$ cat src/rtl/tmds_pkg.sv
// Shared TMDS definitions: control-token symbols, alignment FSM states and the
// combinational symbol decoder used by the receive path.
package tmds_pkg;

   localparam logic [9:0] TMDS_CTRL_00 = 10'h354;
   localparam logic [9:0] TMDS_CTRL_01 = 10'h0AB;
   localparam logic [9:0] TMDS_CTRL_10 = 10'h154;
   localparam logic [9:0] TMDS_CTRL_11 = 10'h2AB;

   typedef enum logic [1:0] {
      ST_SEARCH = 2'd0,
      ST_SLIP   = 2'd1,
      ST_SETTLE = 2'd2,
      ST_LOCKED = 2'd3
   } align_state_t;

   typedef struct packed {
      logic       de;
      logic [1:0] c;
      logic [7:0] data;
   } tmds_dec_t;

   function automatic tmds_dec_t tmds_decode(input logic [9:0] sym);
      tmds_dec_t  r;
      logic [7:0] q;
      r = '0;
      q = sym[9] ? ~sym[7:0] : sym[7:0];
      case (sym)
         TMDS_CTRL_00: r.c = 2'b00;
         TMDS_CTRL_01: r.c = 2'b01;
         TMDS_CTRL_10: r.c = 2'b10;
         TMDS_CTRL_11: r.c = 2'b11;
         default: begin
            // bit 8 selects whether the encoder chained with XOR or XNOR
            r.de      = 1'b1;
            r.data[0] = q[0];
            for (int i = 1; i < 8; i++) begin
               r.data[i] = sym[8] ? (q[i] ^ q[i-1]) : ~(q[i] ^ q[i-1]);
            end
         end
      endcase
      return r;
   endfunction

endpackage

$ cat src/rtl/tmds_align_fsm.sv
// Word-alignment search: counts control tokens per observation window and
// requests deserializer bitslips until enough tokens are seen to declare lock.
module tmds_align_fsm
   import tmds_pkg::*;
#(
   parameter int C_window_bits = 12,
   parameter int C_ctrl_min    = 64,
   parameter int C_slip_wait   = 16
) (
   input  logic       clk_pixel,
   input  logic       rst,
   input  logic       ctrl_tok,
   output logic       locked,
   output logic       bitslip,
   output logic [3:0] slip_count
);

   localparam int CNT_W = $clog2(C_ctrl_min + 1);
   localparam int SET_W = $clog2(C_slip_wait + 1);

   align_state_t             state_q, state_d;
   logic [C_window_bits-1:0] win_q, win_d;
   logic [CNT_W-1:0]         ctrl_q, ctrl_d, ctrl_sum;
   logic [SET_W-1:0]         settle_q, settle_d;
   logic [3:0]               slip_q, slip_d;
   logic                     win_wrap;
   logic                     reach;

   always_comb begin
      win_wrap = &win_q;
      // ctrl_sum includes this cycle's token so a token on the wrap cycle still counts
      ctrl_sum = (ctrl_tok && (ctrl_q != CNT_W'(C_ctrl_min))) ? ctrl_q + CNT_W'(1) : ctrl_q;
      reach    = (ctrl_sum == CNT_W'(C_ctrl_min));

      win_d    = win_q + C_window_bits'(1);
      ctrl_d   = win_wrap ? '0 : ctrl_sum;
      settle_d = settle_q;
      slip_d   = slip_q;
      state_d  = state_q;

      case (state_q)
         ST_SEARCH: begin
            if (reach) begin
               state_d = ST_LOCKED;
            end else if (win_wrap) begin
               state_d = ST_SLIP;
            end
         end
         ST_SLIP: begin
            slip_d   = (slip_q == 4'd9) ? 4'd0 : slip_q + 4'd1;
            settle_d = '0;
            state_d  = ST_SETTLE;
         end
         ST_SETTLE: begin
            if (settle_q == SET_W'(C_slip_wait - 1)) begin
               state_d = ST_SEARCH;
               win_d   = '0;
               ctrl_d  = '0;
            end else begin
               settle_d = settle_q + SET_W'(1);
            end
         end
         ST_LOCKED: begin
            if (win_wrap && (ctrl_sum == '0)) begin
               state_d = ST_SEARCH;
            end
         end
         default: state_d = ST_SEARCH;
      endcase
   end

   always_ff @(posedge clk_pixel or posedge rst) begin
      if (rst) begin
         state_q  <= ST_SEARCH;
         win_q    <= '0;
         ctrl_q   <= '0;
         settle_q <= '0;
         slip_q   <= '0;
      end else begin
         state_q  <= state_d;
         win_q    <= win_d;
         ctrl_q   <= ctrl_d;
         settle_q <= settle_d;
         slip_q   <= slip_d;
      end
   end

   assign locked     = (state_q == ST_LOCKED);
   assign bitslip    = (state_q == ST_SLIP);
   assign slip_count = slip_q;

endmodule

$ cat src/rtl/tmds_decoder_align.sv
// One TMDS receive channel: two-stage symbol decode pipeline plus the
// word-alignment controller driving the deserializer bitslip.
module tmds_decoder_align
   import tmds_pkg::*;
#(
   parameter int C_window_bits = 12,
   parameter int C_ctrl_min    = 64,
   parameter int C_slip_wait   = 16
) (
   input  logic       clk_pixel,
   input  logic       rst,
   input  logic [9:0] in_symbol,
   output logic [7:0] out_data,
   output logic [1:0] out_c,
   output logic       out_de,
   output logic       out_locked,
   output logic       out_bitslip,
   output logic [3:0] out_slip_count
);

   logic [9:0] sym_p1_q, sym_p1_d;
   logic       vld_p1_q, vld_p1_d;
   logic [7:0] data_p2_q, data_p2_d;
   logic [1:0] c_p2_q, c_p2_d;
   logic       de_p2_q, de_p2_d;
   tmds_dec_t  dec_p1;
   logic       ctrl_tok_p1;

   always_comb begin
      sym_p1_d  = in_symbol;
      vld_p1_d  = 1'b1;

      // stage 1 -> stage 2: decode the registered symbol
      dec_p1    = tmds_decode(sym_p1_q);
      data_p2_d = data_p2_q;
      c_p2_d    = c_p2_q;
      de_p2_d   = de_p2_q;
      if (vld_p1_q) begin
         data_p2_d = dec_p1.data;
         de_p2_d   = dec_p1.de;
         if (!dec_p1.de) begin
            c_p2_d = dec_p1.c;
         end
      end
      ctrl_tok_p1 = vld_p1_q && !dec_p1.de;
   end

   always_ff @(posedge clk_pixel or posedge rst) begin
      if (rst) begin
         sym_p1_q  <= '0;
         vld_p1_q  <= 1'b0;
         data_p2_q <= '0;
         c_p2_q    <= '0;
         de_p2_q   <= 1'b0;
      end else begin
         sym_p1_q  <= sym_p1_d;
         vld_p1_q  <= vld_p1_d;
         data_p2_q <= data_p2_d;
         c_p2_q    <= c_p2_d;
         de_p2_q   <= de_p2_d;
      end
   end

   tmds_align_fsm #(
      .C_window_bits (C_window_bits),
      .C_ctrl_min    (C_ctrl_min),
      .C_slip_wait   (C_slip_wait)
   ) u_align (
      .clk_pixel  (clk_pixel),
      .rst        (rst),
      .ctrl_tok   (ctrl_tok_p1),
      .locked     (out_locked),
      .bitslip    (out_bitslip),
      .slip_count (out_slip_count)
   );

   assign out_data = data_p2_q;
   assign out_c    = c_p2_q;
   assign out_de   = de_p2_q;

endmodule

$ cat config.mk
export PLATFORM = sky130hd
export DESIGN_NAME = tmds_decoder_align
export DESIGN_NICKNAME = d
export VERILOG_FILES = /design/src/rtl/tmds_pkg.sv /design/src/rtl/tmds_align_fsm.sv /design/src/rtl/tmds_decoder_align.sv
export SDC_FILE = /design/constraint.sdc
export NUM_CORES = 1
export LEC_CHECK = 0
export BUFFER_PORTS_ARGS = -buffer_cell sky130_fd_sc_hd__buf_2
export CAP_MARGIN = 5
export CORE_ASPECT_RATIO = 0.9
export CORE_MARGIN = 2
export CORE_UTILIZATION = 40
export CTS_BUF_LIST = sky130_fd_sc_hd__clkbuf_16
export CTS_CLUSTER_DIAMETER = 100
export DETAILED_ROUTE_END_ITERATION = 12
export PLACE_DENSITY_LB_ADDON = 0.08
export SLEW_MARGIN = 15
export SYNTH_ARGS = -nofsm -noshare
export SYNTH_HDL_FRONTEND = slang
export SYNTH_SLANG_ARGS = --single-unit
$ cat constraint.sdc
create_clock -name clk_pixel -period 4 [get_ports clk_pixel]
set_clock_uncertainty 0.05 [all_clocks]
set_input_delay 0.4 -clock clk_pixel [delete_from_list [all_inputs] [get_ports clk_pixel]]
set_output_delay 0.4 -clock clk_pixel [all_outputs]
set_load 0.02 [all_outputs]
==> summary.txt <==
Outcome -> finished clean
Tmin final -> 2.46 ns
Setup crit start -> sym_p1_q[4]
Largest net degree at the start of global routing -> 53
Worst hold margin -> 0.159 ns
Vias -> 1788
CP Data Required Time -> 4.12 ns
Most frequent cells in the layout -> dfrtp_1, buf_2, nor2_1, nand2_1, xnor2_1
H-tree levels -> 2
Final nets -> 294
Crit end category -> flip-flop
Pre-CTS setup slack -> 1.54 ns
Vias in the first global route -> 1637
Share of layout cells above drive strength 1 -> 17.6%
DRC -> 0
Crit Path Max Fanout -> 4
DR WL/cell -> 12.4 um
Final WL -> 4530 um
Core area -> 6150 um^2
Worst-skew pair later-pin latency -> 0.29 ns
Met3 wire len -> 142 um
Hold Buf Count CTS -> 0
Clock buffer depth -> 2
EDFF count, synth -> 0
Static leakage -> 1.34 nW
CP max stage delay -> 0.55 ns
Die width -> 88.2 um
Worst path buffer plus inverter count -> 0
Fmax -> 0.406 GHz
Sequential area share after synthesis -> 51.0%
Power per cell area -> 375 nW/um^2
P&R area growth vs syn -> 14.8%
Fillcell total -> 581
Clock slew at reported path FFs -> 0.07 ns
WS Path Type -> reg -> reg
Mapped Area -> 2550 um^2
Initial core utilization -> 41.5%
Detailed router's first-iteration violation count -> 68
Grt total ovfl -> 0
DR vias/cell -> 4.90
Worst slew margin -> 56.0%
Synth warnings -> 0
GR Util All Layers -> 14.2%
Final ANT Viol Nets -> 0
Synth unique cells -> 43
Post-route cell area -> 2930 um^2
DIE AREA -> 7030 um^2
Max Cap Violations -> 0
Slew @ Worst Pin -> 0.661 ns
CTS tree -> yes
CP Launch Type -> flip-flop
Routability congestion estimate -> 0.778
# rows -> 27
Async S/R FF share, synth -> 100%
Worst endpoint data arrival time -> 2.58 ns
Syn Nets -> 266
Slowest-stage cell, CP -> or4_4
Synth Area per Inst -> 10.2 um^2
Antenna cells -> 0
Worst min path class -> in -> reg
Met1 wire length -> 2440 um
Top routing layer used -> met4
CP cell instances -> nand4bb_1, or4_4, a21oi_2, mux2_1, nor4_1, nor3_2
Commonest non-fill, non-tap cell in the layout -> dfrtp_1
Reg-to-Reg Start -> sym_p1_q[4]
Clock root buffer -> clkbuf_16
Setup tns final -> 0 ns
Seq cells post-synth -> 52
Worst vdd ir -> 176 uV
Top FF cell, synth -> dfrtp_1
Met2 wire len -> 1890 um
Setup violations, final -> 0
Synth Instances -> 249
HP Start -> in_symbol[5]
1st-pass router iterations -> 4
Post-CTS sizing -> 0
Tcrit/Tclk final -> 61.6%
Delay-heaviest family, CP -> simple AND/OR/NAND/NOR gates
Top-level I/O count -> 29
Hold Fails Final Rpt -> 0
CTS buffer count -> 5
Final WS setup -> 1.54 ns
Clock sinks -> 52
Post-CTS setup buffers -> 0
Die height -> 79.7 um
Initial antenna violation count -> 0
RSZ-0062 raised after global routing -> false
Dpl cell area -> 2770 um^2
HPWL after DPL -> 3080 um
Slew Limit Fails -> 0
First-pass GRT wire length -> 7820 um
PortBufs -> 28
[routing by layer]
layer  track usage, %  vias to the layer above
met5                0                        -
li1                 -                      921
met2             20.2                       34
met3             3.10                        7
met4             5.00                        0
met1             21.2                      826
[metrics by stage]
step / utilization, % / instances / power, mW
2_1_floorplan: - / 249 / 0.638
3_3_place_gp: 45.1 / 357 / 0.668
3_5_place_dp: 45.1 / 357 / 0.668
4_1_cts: 47.6 / 365 / 1.12
5_1_grt: 47.6 / 365 / 1.15
6_report: 47.6 / 365 / 1.10
[worst paths after layout]
path / to / slack, ns / cells past startpoint
setup / recovery: u_align.state_q[0] / 1.54 / 6
hold / removal: sym_p1_q[5] / 0.16 / 1
setup reg to reg: u_align.state_q[0] / 1.54 / 6
hold reg to reg: u_align.win_q[0] / 0.45 / 1
max in group asynchronous: out_data[0] / 3.24 / 3
min in group asynchronous: u_align.settle_q[4] / 0.23 / 3
[worst reg2reg max path, delay by kind of cell (launching register included)]
kind	cells	cell delay (ns)
and+or+nand+nor	4	1.21
DFF	1	0.42
muxes	1	0.37
AOI/OAI and AO/OA	1	0.28
[cell families after synthesis]
family                     count (synthesis)  synth area share (%)
AOI/OAI and AO/OA                         45                  11.9
other                                      1                 0.147
buffers and inverters                     25                  3.97
muxes                                      5                  2.06
adders and majority gates                  5                  2.45
and+or+nand+nor                           89                  19.2
xor gates and xnor gates                  27                  9.27
DFF                                       52                  51.0
[synthesized netlist by cell type (3+ instances only)]
master    instances  area share, %
dfrtp_1          52             51
nor2_1           20            2.9
nand2_1          18            2.6
xnor2_1          18            6.2
inv_1            16            2.4
o21ai_0          14            2.7
a21oi_1          10            2.0
xor2_1            9            3.1
clkbuf_1          8            1.2
o22ai_1           8            2.0
nand3_1           7            1.4
nand4_1           6            1.5
nor2b_1           6            1.5
nor3_1            6            1.2
or3_1             6            1.5
and3_1            5            1.2
ha_1              5            2.5
mux2i_1           3            1.2
[sequential cells by signal, summed over array words and instances, names as in the netlist]
name	count
u_align.ctrl_q	7
out_de	1
vld_p1_q	1
out_c	2
u_align.state_q	2
out_data	8
u_align.settle_q	5
sym_p1_q	10
u_align.win_q	12
u_align.slip_count	4
[area by class of cell]
type / instances / area, um^2 / area share [%]
timing repair buffer: 30 / 155 / 5.30
inverter: 16 / 60.1 / 2.05
clock inverter: 3 / 28.8 / 0.983
multi-input combinational: 172 / 1150 / 39.2
clock buffer: 5 / 125 / 4.28
sequential: 52 / 1300 / 44.5
tap: 87 / 109 / 3.72
[power breakdown]
group	leakage [nW]	internal [mW]	switching (mW)	total (mW)
Sequential	0.669	0.545	0.0181	0.564
Clock	0.0767	0.241	0.202	0.443
Combinational	0.597	0.0377	0.0542	0.0919
Power figures use the tool's default switching activity.
